### src/rtl/formula_pipe_pkg.sv
// ---------------------------------------------------------------------------
// formula_pipe_pkg
//   Shared types for the pipe-aware isqrt-sum formula FSM.
//   state_t : FSM state encoding (IDLE, ISSUE, DRAIN)
//   cnt_w() : width of a counter that must hold the values 0..n inclusive
// ---------------------------------------------------------------------------
package formula_pipe_pkg;

    typedef enum logic [1:0] {
        IDLE  = 2'd0,
        ISSUE = 2'd1,
        DRAIN = 2'd2
    } state_t;

    // Counters run 0..n (n itself marks "all done"), hence n+1 values.
    function automatic int cnt_w(input int n);
        return (n < 1) ? 1 : $clog2(n + 1);
    endfunction

endpackage

### src/rtl/formula_n_isqrt_sum_pipe_fsm.sv
// ---------------------------------------------------------------------------
// formula_n_isqrt_sum_pipe_fsm
//   Computes res = sum_{i=0..N-1} isqrt(arg[i]) using one external, pipelined
//   isqrt unit. All N operands are issued on consecutive cycles; results are
//   accumulated as they come back, including while operands are still being
//   issued (short isqrt latency).
//
// Ports
//   clk, rst        clock, synchronous active-high reset (shared with isqrt)
//   arg_vld/arg_rdy input handshake; args packs arg[i] = args[i*W +: W]
//   res_vld, res    one-cycle result strobe and the (held) result value
//   isqrt_x_vld/x   operand issue to the isqrt unit
//   isqrt_y_vld/y   result return from the isqrt unit
//   state_dbg       current FSM state (debug visibility)
//
// Handshake: a set is transferred on a rising clk edge where arg_vld and
// arg_rdy are both high. arg_rdy depends only on state (high in IDLE); the
// source must hold arg_vld and args stable until the transfer happens.
// ---------------------------------------------------------------------------
module formula_n_isqrt_sum_pipe_fsm
    import formula_pipe_pkg::*;
#(
    parameter int N     = 3,
    parameter int W     = 32,
    parameter int RES_W = 32
) (
    input  logic               clk,
    input  logic               rst,
    input  logic               arg_vld,
    output logic               arg_rdy,
    input  logic [N*W-1:0]     args,
    output logic               res_vld,
    output logic [RES_W-1:0]   res,
    output logic               isqrt_x_vld,
    output logic [W-1:0]       isqrt_x,
    input  logic               isqrt_y_vld,
    input  logic [W/2-1:0]     isqrt_y,
    output logic [1:0]         state_dbg
);

    localparam int CW = cnt_w(N);

    state_t             state_q;
    logic [N*W-1:0]     arg_q;
    logic [CW-1:0]      iss_cnt_q;
    logic [CW-1:0]      rcv_cnt_q;
    logic [RES_W-1:0]   acc_q;
    logic [RES_W-1:0]   acc_d;
    logic [RES_W-1:0]   res_q;
    logic               res_vld_q;

    logic               take_y;
    logic               last_y;

    // A returning result counts only while an operation is in flight and
    // fewer than N results have been collected; anything else is stray.
    assign take_y = (state_q != IDLE) && isqrt_y_vld && (rcv_cnt_q != CW'(N));
    assign last_y = take_y && (rcv_cnt_q == CW'(N - 1));

    always_comb begin
        acc_d = acc_q;
        if (take_y) begin
            acc_d = acc_q + RES_W'(isqrt_y);
        end
    end

    always_ff @(posedge clk) begin
        if (rst) begin
            state_q   <= IDLE;
            arg_q     <= '0;
            iss_cnt_q <= '0;
            rcv_cnt_q <= '0;
            acc_q     <= '0;
            res_q     <= '0;
            res_vld_q <= 1'b0;
        end else begin
            res_vld_q <= 1'b0;
            case (state_q)
                IDLE: begin
                    if (arg_vld) begin
                        arg_q     <= args;
                        acc_q     <= '0;
                        iss_cnt_q <= '0;
                        rcv_cnt_q <= '0;
                        state_q   <= ISSUE;
                    end
                end
                default: begin
                    // ISSUE and DRAIN both accumulate; ISSUE also advances
                    // the operand pointer.
                    acc_q <= acc_d;
                    if (take_y) begin
                        rcv_cnt_q <= rcv_cnt_q + 1'b1;
                    end
                    if (state_q == ISSUE) begin
                        iss_cnt_q <= iss_cnt_q + 1'b1;
                        if (iss_cnt_q == CW'(N - 1)) begin
                            state_q <= DRAIN;
                        end
                    end
                    // Final result wins over the ISSUE->DRAIN move, which
                    // only matters for a zero-latency isqrt.
                    if (last_y) begin
                        state_q   <= IDLE;
                        res_q     <= acc_d;
                        res_vld_q <= 1'b1;
                    end
                end
            endcase
        end
    end

    assign arg_rdy     = (state_q == IDLE);
    assign isqrt_x_vld = (state_q == ISSUE);
    assign isqrt_x     = (state_q == ISSUE) ? arg_q[int'(iss_cnt_q)*W +: W] : '0;
    assign res_vld     = res_vld_q;
    assign res         = res_q;
    assign state_dbg   = state_q;

endmodule
### config.mk
export PLATFORM = sky130hd
export DESIGN_NAME = formula_n_isqrt_sum_pipe_fsm
export DESIGN_NICKNAME = d
export VERILOG_FILES = /design/src/rtl/formula_pipe_pkg.sv /design/src/rtl/formula_n_isqrt_sum_pipe_fsm.sv
export SDC_FILE = /design/constraint.sdc
export NUM_CORES = 1
export LEC_CHECK = 0
export BUFFER_PORTS_ARGS = -buffer_cell sky130_fd_sc_hd__buf_2
export CORE_ASPECT_RATIO = 0.75
export CORE_MARGIN = 3
export CORE_UTILIZATION = 43
export DETAILED_ROUTE_END_ITERATION = 8
export PLACE_DENSITY = 0.68
export SLEW_MARGIN = 25
export SYNTH_ARGS = -nofsm -noshare
export SYNTH_HDL_FRONTEND = slang
export SYNTH_SLANG_ARGS = --single-unit
### constraint.sdc
create_clock -name clk -period 2.3 [get_ports clk]
set_input_delay 0.23 -clock clk [delete_from_list [all_inputs] [get_ports clk]]
set_output_delay 0.23 -clock clk [all_outputs]
set_load 0.01 [all_outputs]
=== After elaboration in Yosys (flattened, before gate mapping) ===
Cells that the tools add are included.

* Bits of input ports: 116
* Bits in writable memories: 0
* Bits in latches: 0
* Register bits after elaboration: 167
* Bits in read-only memories: 0
* Output and inout port bits: 69
* Logic and storage cells: 47
* Memories kept: 0

* $mul: 0
* Shift operators: 1
* Mux-type cells: 15
* Add/subtract/negate cells: 3
* Reduce and logical (&&, ||, !) cells: 15
* Bitwise gates (word level): 1
* $lt $le $gt $ge: 0
* Equality and inequality tests: 5
* Divide/modulo/power cells: 0

{| class="wikitable"
|+ Operator list
! kind !! number
|-
| $mux 32 || 4
|-
| $shiftx 96x8->32 || 1
|-
| $add 32x16->32 || 1
|-
| $mux 2 || 10
|-
| $reduce_and 2->1 || 4
|-
| $reduce_bool 2->1 || 3
|-
| $reduce_bool 3->1 || 2
|-
| $add 2x1->2 const B || 2
|-
| $eq 2x2->1 const B || 2
|-
| $ne 2x2->1 const B || 2
|-
| $logic_and 1x1->1 || 3
|-
| $reduce_and 3->1 || 1
|-
| $eq 2x1->1 const B || 1
|-
| $logic_not 2->1 || 1
|-
| $reduce_or 2->1 || 1
|-
| $mux 1 || 1
|-
| $not 1->1 || 1
|}

=== Longest topological paths before layout ===
Gate-level depths: netlist (run 1).

* Depth in word-level cells: 6
* Gate-level depth with buffers: 9
* Depth with buffers taken out: 8

=== Worst setup path before layout (run 1) ===
Ideal clock, no wire load.

* Kind: reg-to-reg
* From: register acc_q[0]
* To: register res_q[22] (netlist: res[22])
* Path buffers: 0
* Arrival time: 2.334 ns
* Stages on the path, launching flop included: 9
* Setup slack: -0.096 ns
* Period minus slack after synthesis: 2.396 ns
* Data required time: 2.238 ns
* Library setup time: 0.062 ns
* Cells stage by stage: dfxtp_1 > ha_1 > fa_1 > a21o_1 > a22o_1 > a311oi_4 > a21boi_2 > or4_1 > nand3_1

* Longest elaborated chain between the ends: 2

{| class="wikitable"
|+ RTL lines
! what !! RTL line !! source
|-
| from (decl) || formula_n_isqrt_sum_pipe_fsm.sv:47 || <nowiki>logic [RES_W-1:0] acc_q;</nowiki>
|-
| from (signal assigned) || formula_n_isqrt_sum_pipe_fsm.sv:73 || <nowiki>acc_q <= '0;</nowiki>
|-
| from (signal assigned) || formula_n_isqrt_sum_pipe_fsm.sv:82 || <nowiki>acc_q <= '0;</nowiki>
|-
| from (signal assigned) || formula_n_isqrt_sum_pipe_fsm.sv:91 || <nowiki>acc_q <= acc_d;</nowiki>
|-
| $add 32x16->32 || formula_n_isqrt_sum_pipe_fsm.sv:63 || <nowiki>acc_d = acc_q + RES_W'(isqrt_y);</nowiki>
|-
| $mux 32 || formula_n_isqrt_sum_pipe_fsm.sv:62 || <nowiki>if (take_y) begin</nowiki>
|-
| to (signal assigned) || formula_n_isqrt_sum_pipe_fsm.sv:74 || <nowiki>res_q <= '0;</nowiki>
|-
| to (signal assigned) || formula_n_isqrt_sum_pipe_fsm.sv:105 || <nowiki>res_q <= acc_d;</nowiki>
|-
| to (decl) || formula_n_isqrt_sum_pipe_fsm.sv:49 || <nowiki>logic [RES_W-1:0] res_q;</nowiki>
|}

No other way between the ends.
A chain may end at the register's enable or synchronous reset.

=== Final worst setup path (run 1) ===
* From: register acc_q[0]
* To: register acc_q[12]

* Longest elaborated chain between the ends: 3

{| class="wikitable"
|+ RTL lines
! what !! RTL line !! source
|-
| $add 32x16->32 || formula_n_isqrt_sum_pipe_fsm.sv:63 ||
|-
| $mux 32 || formula_n_isqrt_sum_pipe_fsm.sv:62 ||
|-
| $mux 32 || formula_n_isqrt_sum_pipe_fsm.sv:78 || <nowiki>case (state_q)</nowiki>
|}

No other way between the ends.

==> metrics.md, run 1 <==
| Metric | Value |
|---|---|
| Total power | `6.82 mW` |
| Met2 usage in global routing | `0.348` |
| Largest net degree at the start of global routing | `129` |
| Commonest cells after routing, fill and taps aside | `nand2_1, buf_2, dfxtp_1` |
| Nets | `1,400` |
| Routed wire per std cell | `16.6 um` |
| Setup-failing EPs final | `6` |
| Area growth syn-to-layout | `31.6%` |
| Status | `finished, violations left` |
| Vias per inst | `5.44` |
| WP data arrival | `2690 ps` |
| Sequential element share of the synthesized area | `0.408` |
| Sw Pwr | `1.89 mW` |
| Power Density | `633 mW/mm^2` |
| Setup WS pre-CTS | `-157 ps` |
| Yosys warning count | `0` |
| RSZ-0062 raised after global routing | `true` |
| # DRC | `0` |
| # clock sinks | `167` |
| Minimum clock period | `2370 ps` |
| Setup Crit Path Kind | `flip-flop to flip-flop` |
| Clk pin slew, worst setup/hold paths | `70 ps` |
| Global-route wire length before repair | `40.3 mm` |
| Pint | `4.93 mW` |
| Vias in the first global route | `7,829` |
| WP data required | `2620 ps` |
| Drt initial violations | `704` |
| Max cap viols | `0` |
| Post-DP HPWL | `17.2 mm` |
| Crit-path max FO | `5` |
| Share of layout cells above drive strength 1 | `0.281` |
| Most common cell after layout, fill and taps aside | `nand2_1` |
| Cell variety after synth | `66` |
| Worst Setup End Kind | `flip-flop` |
| Mean post-synth cell area | `7.75 um^2` |
| Slew Viols, Final | `0` |
| Asr flop ratio synth | `0` |
| Failing checks | `negative setup slack` |
| Clock power frac | `0.418` |
| Sequential share of power | `0.451` |
| Synth Register Bits | `167` |
| Endpoints failing hold | `0` |
| Hold Path Class | `primary input to flip-flop` |
| Ant. Diodes | `0` |
| Flop-to-flop setup slack | `-70 ps` |
| Mapped cell area | `0.00819 mm^2` |
| Mapped Nets | `1,193` |
| Initial Utilization | `0.441` |
| Reg2Reg Launch Point | `acc_q[0]` |
| Lkg Pwr | `4.57 nW` |
| Switching share of power | `0.277` |
| Worst hold start | `args[25]` |
| Number of synthesized flops with an enable pin | `0` |
| Grt ovf | `0` |
| Worst skew pair latency | `430 ps` |
| I/O pin count | `185` |
| Layer with the highest usage | `met1` |
| Final worst slack | `-74.4 ps` |
| Total die area | `0.0208 mm^2` |
| CTS Hold Bufs | `0` |
| DRT Pass-1 Iters | `5` |
| Hold endpoint | `arg_q[25]` |
| CORE AREA | `0.0186 mm^2` |
| R2R cell count | `7` |
| Hold depth | `3` |
| Initial antenna violation count | `0` |
| Final period utilization | `1.03` |
| Gpl congestion | `0.922` |
| Root Driver | `clkbuf_16` |
| Total number of vias | `8,290` |
| ANT nets after route | `0` |
| FP Rows | `43` |
| Logic pwr share | `0.132` |
| Die H | `126 um` |
| Met1 Use GR | `0.358` |
| Setup crit start kind | `flip-flop` |
| Max clock buf depth | `2` |
| Worst reg2reg path endpoint | `acc_q[12]` |
| Top_reg_cell synth | `dfxtp_1` |
| Met3 usage | `0.0480` |
| Worst slew margin | `0.504` |
| CTS tree | `yes` |
| Setup TNS | `-193 ps` |
| PortBufs | `184` |
| Post-synthesis instance total | `1,057` |
| TritonCTS Buffers | `17` |
| Worst slew pin tran | `742 ps` |
| Clock Skews | `10.3 ps` |
| Max H-tree Level | `4` |
| Max Fclk | `0.421 GHz` |
| VDD IR max | `0.000401 V` |
| Final WL | `25.2 mm` |
| Die W | `165 um` |
| Total track usage | `0.239` |
-- synth_stat cells, drive strengths merged, types with 2 or more instances --
cell / instances / area (um^2)
or2: 4 / 25.0
buf: 19 / 86.3
o211ai: 7 / 52.6
a311o: 2 / 20.0
a22o: 15 / 131
mux2i: 32 / 320
nand3: 13 / 65.1
xor2: 5 / 43.8
nand2: 244 / 916
a21boi: 2 / 18.8
o21a: 6 / 46.3
o22ai: 2 / 12.5
clkbuf: 57 / 214
nand2b: 5 / 31.3
o21ai: 25 / 129
ha: 19 / 238
a2111o: 2 / 22.5
nor2: 102 / 385
and2: 9 / 56.3
and3: 13 / 82.6
a2111oi: 2 / 36.3
o32ai: 2 / 17.5
a21oi: 138 / 694
nor3: 8 / 40.0
or3: 6 / 37.5
a311oi: 6 / 70.1
dfxtp: 167 / 3340
inv: 11 / 41.3
a31oi: 43 / 269
a32o: 2 / 20.0
a211oi: 11 / 82.6
nand4: 11 / 68.8
o311ai: 3 / 26.3
and4: 5 / 43.8
nor2b: 2 / 12.5
a211o: 4 / 35.0
o2111ai: 3 / 26.3
nor4: 7 / 58.8
a21o: 21 / 158
xnor2: 11 / 96.3
-- power by group through the flow --
stage	Clock, mW	Combinational, mW	Sequential (mW)
3_3_place_gp	0	0.847	3.13
3_5_place_dp	0	0.856	3.14
6_report	2.85	0.898	3.07
2_1_floorplan	0	0.522	3.12
4_1_cts	2.90	0.871	3.07
5_1_grt	3.02	1.00	3.09
-- per-layer routing --
layer / routed length [um] / part of all wire
met3: 1700 / 0.067
met1: 12400 / 0.49
met4: 381 / 0.015
met2: 10700 / 0.42
met5: 0 / 0
-- final cells by class --
cell class                 instances  area [um^2]
clock buffer                      18          439
clock inverter                    13          136
fill                            1787         7780
inverter                          11         41.3
multi-input combinational        803         4880
sequential                       167         3350
tap                              247          309
timing repair buffer             264         1630
-- critical path: stages (launching register included) --
cell	delay, ps
dfxtp_2	340
ha_4	160
fa_2	340
a21o_1	180
a22o_4	240
a311o_1	350
or3_1	370
a32o_1	270
-- how the worst max path moves through the flow --
stage | to | depth (start not counted) | slack (ps) | start
final | acc_q[12] | 7 | -70 | acc_q[0]
after floorplan | res[22] | 8 | 20 | acc_q[0]
after CTS | acc_q[12] | 7 | -100 | acc_q[0]
after detailed placement | res[30] | 9 | -160 | isqrt_y[0]
after global routing | res[30] | 8 | -120 | acc_q[0]
after global placement | res[22] | 10 | -140 | isqrt_y[0]
-- kinds of logic (layout without fill, tap and decap cells) --
logic type,after synthesis,after routing,share of synthesized area
AOI/OAI and AO/OA,303,303,0.237
xor gates and xnor gates,16,16,0.0171
adders and majority gates,20,20,0.0315
buffers and inverters,87,306,0.0417
DFF,167,167,0.408
muxes,32,32,0.0391
and+or+nand+nor,432,432,0.225
-- state kept, by name, summed over array words and instances, names as in the netlist --
| name | cells |
|---|---|
| arg_q | 96 |
| acc_q | 32 |
| res | 32 |
| iss_cnt_q | 2 |
| rcv_cnt_q | 2 |
| state_dbg | 2 |
| res_vld | 1 |
-- metrics by stage --
stage / utilization / cells / hold slack [ps] / instance area, um^2
final: 0.581 / 1523 / 32.5 / 10800
after global routing: 0.581 / 1523 / 28.8 / 10800
after CTS: 0.566 / 1518 / 17.1 / 10500
after detailed placement: 0.527 / 1485 / 446 / 9770
after global placement: 0.527 / 1485 / 440 / 9770
after floorplan: - / 1057 / 366 / 8200
-- timing repair --
action,CTS,global route
endpoints found under the hold margin,0,0
resized for setup,25,43
buffers inserted,2,7
pin swaps,16,33
endpoints found under the setup margin,24,40
Note: power is estimated with default switching activity, not from simulation.
==> run 2: changes to the inputs <==
--- a/config.mk
+++ b/config.mk
@@ -8,9 +8,9 @@
 export BUFFER_PORTS_ARGS = -buffer_cell sky130_fd_sc_hd__buf_2
 export CORE_ASPECT_RATIO = 0.75
 export CORE_MARGIN = 3
-export CORE_UTILIZATION = 43
+export CORE_UTILIZATION = 55
 export DETAILED_ROUTE_END_ITERATION = 8
-export PLACE_DENSITY = 0.68
+export PLACE_DENSITY = 0.81
 export SLEW_MARGIN = 25
 export SYNTH_ARGS = -nofsm -noshare
 export SYNTH_HDL_FRONTEND = slang
==> constraint.sdc (replaced) <==
create_clock -name clk -period 2.25 [get_ports clk]
set_input_delay 0.225 -clock clk [delete_from_list [all_inputs] [get_ports clk]]
set_output_delay 0.225 -clock clk [all_outputs]
set_load 0.01 [all_outputs]
==> run 2 against run 1 <==
  * The flow still finishes with violations (negative setup slack)
  * Critical path depth is 1 higher
  * Die area is 21% lower
  * Via count is 5.0% higher
==> metrics.md, run 2 (synthesis results as in run 1) <==
| Metric | Value |
|---|---|
| Status | `finished, violations left` |
| Failing checks | `negative setup slack` |
| Total number of vias | `8,702 (+5.0%)` |
| Most common cell after layout, fill and taps aside | `nand2_1` |
| CP max-delay cell | `a311o_1` |
| Power Density | `647 mW/mm^2 (+2.2%)` |
| Share of layout cells above drive strength 1 | `0.290 (+0.00870)` |
| I/O pin count | `185 (unchanged)` |
| Crit-path max FO | `5 (unchanged)` |
| Clk pin slew, worst setup/hold paths | `70 ps (about the same)` |
| FP Rows | `37 (-14%)` |
| Max clock buf depth | `2 (unchanged)` |
| Worst slew margin | `0.511 (+0.00660)` |
| Largest Register | `arg_q` |
| WP data arrival | `2840 ps (+150 ps)` |
| Setup crit start kind | `flip-flop` |
| Worst skew pair latency | `430 ps (about the same)` |
| VDD IR max | `0.000613 V (+53%)` |
| Crit path cell chain | `ha_4, fa_2, a21o_1, a22o_4, a311o_1, o211ai_1, a211oi_1, a311oi_1` |
| Global-route wire length before repair | `40.2 mm (-0.34%)` |
| Minimum clock period | `2500 ps (+129 ps)` |
| Total die area | `0.0164 mm^2 (-21%)` |
| WP data required | `2580 ps (-40 ps)` |
| Clock Skews | `8.00 ps (-2.30 ps)` |
| Max H-tree Level | `4 (unchanged)` |
| RSZ-0062 raised after global routing | `true` |
| Logic pwr share | `0.132 (about the same)` |
| Initial antenna violation count | `0 (unchanged)` |
| Routed wire per std cell | `17.6 um (+6.0%)` |
| Pint | `5.07 mW (+2.7%)` |
| Slew Viols, Final | `0 (unchanged)` |
| CTS tree | `yes` |
| Setup WS pre-CTS | `-255 ps (-97.9 ps)` |
| Final period utilization | `1.11 (+0.0802)` |
| Setup Crit Path Kind | `flip-flop to flip-flop` |
| Max Fclk | `0.399 GHz (-5.1%)` |
| Drt initial violations | `873 (+24%)` |
| Largest stage delay on the critical path | `360 ps (about the same)` |
| Vias per inst | `5.87 (+7.9%)` |
| Nets | `1,409 (+0.64%)` |
| Die H | `112 um (-11%)` |
| Endpoints failing hold | `0 (unchanged)` |
| Max cap viols | `0 (unchanged)` |
| Root Driver | `clkbuf_16` |
| Area growth syn-to-layout | `32.1%` |
| Max FFs per register | `96 (unchanged)` |
| Switching share of power | `0.276 (-0.00159)` |
| Sequential share of power | `0.450 (about the same)` |
| Design area | `0.0108 mm^2 (+0.36%)` |
| Die W | `147 um (-11%)` |
| Worst slew pin tran | `731 ps (-11.1 ps)` |
| DRT Pass-1 Iters | `5 (unchanged)` |
| Gpl congestion | `0.952 (+3.4%)` |
| Grt ovf | `0 (unchanged)` |
| Total track usage | `0.296 (+0.0580)` |
| PortBufs | `184 (unchanged)` |
| Total power | `6.99 mW (+2.5%)` |
| Post-DP HPWL | `16.5 mm (-4.2%)` |
| ANT nets after route | `0 (unchanged)` |
| Lkg Pwr | `4.63 nW (+1.2%)` |
| Setup TNS | `-2250 ps (-2060 ps)` |
| Initial Utilization | `0.580 (+0.139)` |
| Sw Pwr | `1.93 mW (+1.9%)` |
| Final worst slack | `-253 ps (-179 ps)` |
| # DRC | `0 (unchanged)` |
| Clock power frac | `0.418 (about the same)` |
| CTS Hold Bufs | `0 (unchanged)` |
| Vias in the first global route | `8,173 (+4.4%)` |
| Setup-failing EPs final | `27 (+21)` |
| # clock sinks | `167 (unchanged)` |
| Worst Setup End Kind | `flip-flop` |
| Largest net degree at the start of global routing | `112 (-13%)` |
| CORE AREA | `0.0141 mm^2 (-24%)` |
| Placed cell areas | `0.00973 mm^2 (-0.44%)` |
| Flop-to-flop setup slack | `-250 ps (-180 ps)` |
| Hold Path Class | `primary input to flip-flop` |
| Final WL | `26.0 mm (+3.1%)` |
| Commonest cells after routing, fill and taps aside | `nand2_1, buf_2, dfxtp_1` |
| Layout fillers | `1,017 (-43%)` |
| TritonCTS Buffers | `17 (unchanged)` |
[run 2: worst max-delay path, delay by kind of cell, from the launching register on]
family / cells / cell delay (ps)
adder cells (fa/ha/maj): 2 / 500
AO/OA/AOI/OAI: 6 / 1560
flip-flops: 1 / 340
[run 2: per-layer routing]
layer	part of all wire	GRT usage
met4	0.022	0.0937
met2	0.46	0.466
met1	0.43	0.413
met5	0	0
met3	0.088	0.0590
[run 2: timing repair]
action                                 in CTS  in global routing
setup endpoints to repair                  34                 47
buffers inserted                            8                  7
pin swaps                                  21                 22
endpoints found under the hold margin       0                  0
resized for setup                          28                 46
[run 2: layout make-up]
type	count	area [um^2]	area share
Clock buffer	19	453	0.0419
Clock inverter	13	136	0.0126
Inverter	11	41.3	0.00382
Tap cell	195	244	0.0226
Timing Repair Buffer	273	1680	0.155
Antenna cell	1	2.50	0.000231
Sequential cell	167	3350	0.310
Multi-Input combinational cell	803	4910	0.454
[run 2: final timing paths]
| check | from | end | cells past startpoint |
|---|---|---|---|
| worst max-delay path | acc_q[0] | res[30] | 8 |
| worst min-delay path | args[3] | arg_q[3] | 3 |
| worst max register to register | acc_q[0] | res[30] | 8 |
| worst min register to register | res[0] | res[0] | 2 |
[run 2: power by group through the flow]
| stage | sequential [mW] | combinational [mW] | clock, mW |
|---|---|---|---|
| 2_1_floorplan | 3.19 | 0.534 | 0 |
| 3_3_place_gp | 3.21 | 0.841 | 0 |
| 3_5_place_dp | 3.21 | 0.860 | 0 |
| 4_1_cts | 3.15 | 0.881 | 2.92 |
| 5_1_grt | 3.16 | 1.01 | 3.07 |
| 6_report | 3.15 | 0.921 | 2.93 |
[run 2: metrics by stage]
step                std cells  utilization  hold slack (ps)
floorplan                1057            -              361
finish                   1482        0.766             28.0
CTS                      1475        0.745             20.0
global route             1481        0.766             19.6
detailed placement       1436        0.689              446
global placement         1436        0.689              439
==> run 3: changes to the inputs <==
--- a/config.mk
+++ b/config.mk
@@ -5,12 +5,12 @@
 export SDC_FILE = /design/constraint.sdc
 export NUM_CORES = 1
 export LEC_CHECK = 0
-export BUFFER_PORTS_ARGS = -buffer_cell sky130_fd_sc_hd__buf_2
+export BUFFER_PORTS_ARGS = -buffer_cell sky130_fd_sc_hd__clkbuf_2
 export CORE_ASPECT_RATIO = 0.75
 export CORE_MARGIN = 3
-export CORE_UTILIZATION = 55
+export CORE_UTILIZATION = 49
 export DETAILED_ROUTE_END_ITERATION = 8
-export PLACE_DENSITY = 0.81
+export PLACE_DENSITY = 0.76
 export SLEW_MARGIN = 25
 export SYNTH_ARGS = -nofsm -noshare
 export SYNTH_HDL_FRONTEND = slang
==> constraint.sdc (replaced) <==
create_clock -name clk -period 2 [get_ports clk]
set_input_delay 0.2 -clock clk [delete_from_list [all_inputs] [get_ports clk]]
set_output_delay 0.2 -clock clk [all_outputs]
set_load 0.01 [all_outputs]
==> run 3 against run 2 <==
  * The flow still finishes with violations (negative setup slack)
  * Cell count is 8.8% higher
  * Die area is 12% higher
  * Cell area is 13% higher
  * Highest routed layer unchanged
  * Register-to-register slack worse by 120 ps
  * Utilization is 1.0 points lower
  * Flip-flop and latch count stayed put
==> metrics.md, run 3 (synthesis results as in run 1) <==
| Metric | Value |
|---|---|
| Final worst slack | `-377 ps (-124 ps)` |
| Area growth syn-to-layout | `49.6%` |
| Most common cell after layout, fill and taps aside | `nand2_1` |
| Setup Crit Path Kind | `flip-flop to flip-flop` |
| Hold depth | `3 (unchanged)` |
| Largest Register | `arg_q` |
| Power Density | `656 mW/mm^2 (+1.5%)` |
| RSZ-0062 raised after global routing | `true` |
| Reg2Reg Launch Point | `acc_q[0]` |
| Worst slew margin | `0.554 (+0.0435)` |
| WP data arrival | `2750 ps (-90 ps)` |
| Total track usage | `0.303 (+0.00641)` |
| DRT Pass-1 Iters | `8 (+3)` |
| Flop-to-flop setup slack | `-380 ps (-120 ps)` |
| Final WL | `29.6 mm (+14%)` |
| Largest stage delay on the critical path | `400 ps (+40 ps)` |
| Routed wire per std cell | `18.4 um (+4.6%)` |
| Total number of vias | `9,345 (+7.4%)` |
| Max Fclk | `0.421 GHz (+5.3%)` |
| Worst hold start | `args[27]` |
| I/O pin count | `185 (unchanged)` |
| Setup WS pre-CTS | `-417 ps (-162 ps)` |
| FP Rows | `40 (+8.1%)` |
| Max FFs per register | `96 (unchanged)` |
| VDD IR max | `0.000607 V (-1.0%)` |
| Max clock buf depth | `2 (unchanged)` |
| Largest net degree at the start of global routing | `130 (+16%)` |
| Crit-path max FO | `7 (+2)` |
| Drt initial violations | `894 (+2.4%)` |
| Gpl congestion | `0.916 (-3.8%)` |
| Minimum clock period | `2380 ps (-126 ps)` |
| CORE AREA | `0.0162 mm^2 (+15%)` |
| Layout fillers | `1,095 (+7.7%)` |
| Fin util | `0.756 (-0.0103)` |
| Worst Setup End Kind | `flip-flop` |
| Worst skew pair latency | `430 ps (about the same)` |
| Total die area | `0.0183 mm^2 (+12%)` |
| Max H-tree Level | `4 (unchanged)` |
| PortBufs | `184 (unchanged)` |
| WP data required | `2370 ps (-210 ps)` |
| Root Driver | `clkbuf_16` |
| Max cap viols | `0 (unchanged)` |
| Critical Path Source | `acc_q[0]` |
| Setup-failing EPs final | `52 (+93%)` |
| TritonCTS Buffers | `17 (unchanged)` |
| Clock Skews | `8.31 ps (+0.307 ps)` |
| Placed cell areas | `0.0101 mm^2 (+4.1%)` |
| CP max-delay cell | `or4_1` |
| R2R cell count | `9 (+1)` |
| Slew Viols, Final | `0 (unchanged)` |
| Initial Utilization | `0.505 (-0.0750)` |
| Share of layout cells above drive strength 1 | `0.317 (+0.0274)` |
| Die W | `155 um (+5.7%)` |
| Grt ovf | `0 (unchanged)` |
| Design area | `0.0123 mm^2 (+13%)` |
| Lkg Pwr | `5.19 nW (+12%)` |
| Worst slew pin tran | `669 ps (-62.5 ps)` |
| Failing checks | `negative setup slack` |
| Commonest cells after routing, fill and taps aside | `nand2_1, clkbuf_2, dfxtp_1` |
| CTS tree | `yes` |
| Nets | `1,525 (+8.2%)` |
| Post-DP HPWL | `17.3 mm (+4.8%)` |
| Area of the multi-input gates | `0.00520 mm^2 (+5.9%)` |
| Hold endpoint | `arg_q[27]` |
| ANT nets after route | `0 (unchanged)` |
| # clock sinks | `167 (unchanged)` |
| Reg area | `0.00335 mm^2 (about the same)` |
| Die H | `118 um (+5.6%)` |
| Hold Path Class | `primary input to flip-flop` |
| Crit path cell chain | `ha_4, fa_2, a21o_1, a22o_4, a311oi_4, buf_4, a21boi_4, or4_1, nand3_1` |
| Setup crit start kind | `flip-flop` |
| Status | `finished, violations left` |
| Clk pin slew, worst setup/hold paths | `70 ps (about the same)` |
| Vias in the first global route | `9,080 (+11%)` |
| Global-route wire length before repair | `45.4 mm (+13%)` |
| Endpoints failing hold | `0 (unchanged)` |
| Initial antenna violation count | `1 (+1)` |
| # DRC | `0 (unchanged)` |
| Final period utilization | `1.19 (+0.0762)` |
| Vias per inst | `5.79 (-1.3%)` |
| Worst reg2reg path endpoint | `res[22]` |
[run 3: cell types whose count changed in the layout (fill, tap and decap cells not counted), moves of 5 or more]
cell / change
buf_2: -183
clkbuf_2: +183
dlygate4sd3_1: +78
buf_4: +22
buf_6: +13
xnor2_1: -6
a21oi_1: -5
o21ai_0: -5
xnor2_2: +5
[run 3: worst max-delay path: cells and delay by family (launching register included)]
family          cells  cell delay (ps)
simple gates        2              490
flops               1              340
fa+ha+maj           2              500
buf+inv             1              190
compound gates      4              800
[run 3: power breakdown]
part / internal (mW) / switching, mW
sequential: 3.46 / 0.0777
clock: 1.69 / 1.54
combinational: 0.569 / 0.697
total: 5.72 / 2.32
[run 3: how the worst max path moves through the flow]
stage | endpoint
floorplan | res[22]
global placement | res[22]
detailed placement | res[22]
CTS | acc_q[12]
global route | res[21]
finish | res[22]
[run 3: area by class of cell]
| cell class | instances | area share |
|---|---|---|
| Multi-Input combinational cell | 803 | 0.424 |
| Clock inverter | 13 | 0.0107 |
| Tap cell | 210 | 0.0214 |
| Timing Repair Buffer | 389 | 0.230 |
| Antenna cell | 1 | 0.000204 |
| Inverter | 11 | 0.00337 |
| Sequential cell | 167 | 0.274 |
| Clock buffer | 19 | 0.0361 |
[run 3: metal layers]
layer	GRT usage	vias to the layer above	wire length, um
met3	0.0706	87	2270
met2	0.473	470	13700
met4	0.118	0	869
li1	-	4402	-
met5	0	-	0
met1	0.406	4386	12800
[run 3: metrics by stage]
step | std cells | setup TNS [ps] | hold slack, ps | power [mW]
final | 1613 | -13910 | 7.49 | 8.04
after global routing | 1613 | -17470 | 7.32 | 8.32
after CTS | 1607 | -11680 | 0.737 | 7.97
after detailed placement | 1486 | -12980 | 428 | 4.64
after global placement | 1486 | -11360 | 424 | 4.61
after floorplan | 1057 | -3620 | 336 | 4.21
[run 3: repair_timing]
action / 4_1_cts / 5_1_grt
pin swaps: 58 / 38
gates resized for setup: 82 / 48
hold buffers: 77 / 1
endpoints found under the setup margin: 71 / 96
buffers inserted: 13 / 9
hold endpoints to repair: 77 / 1
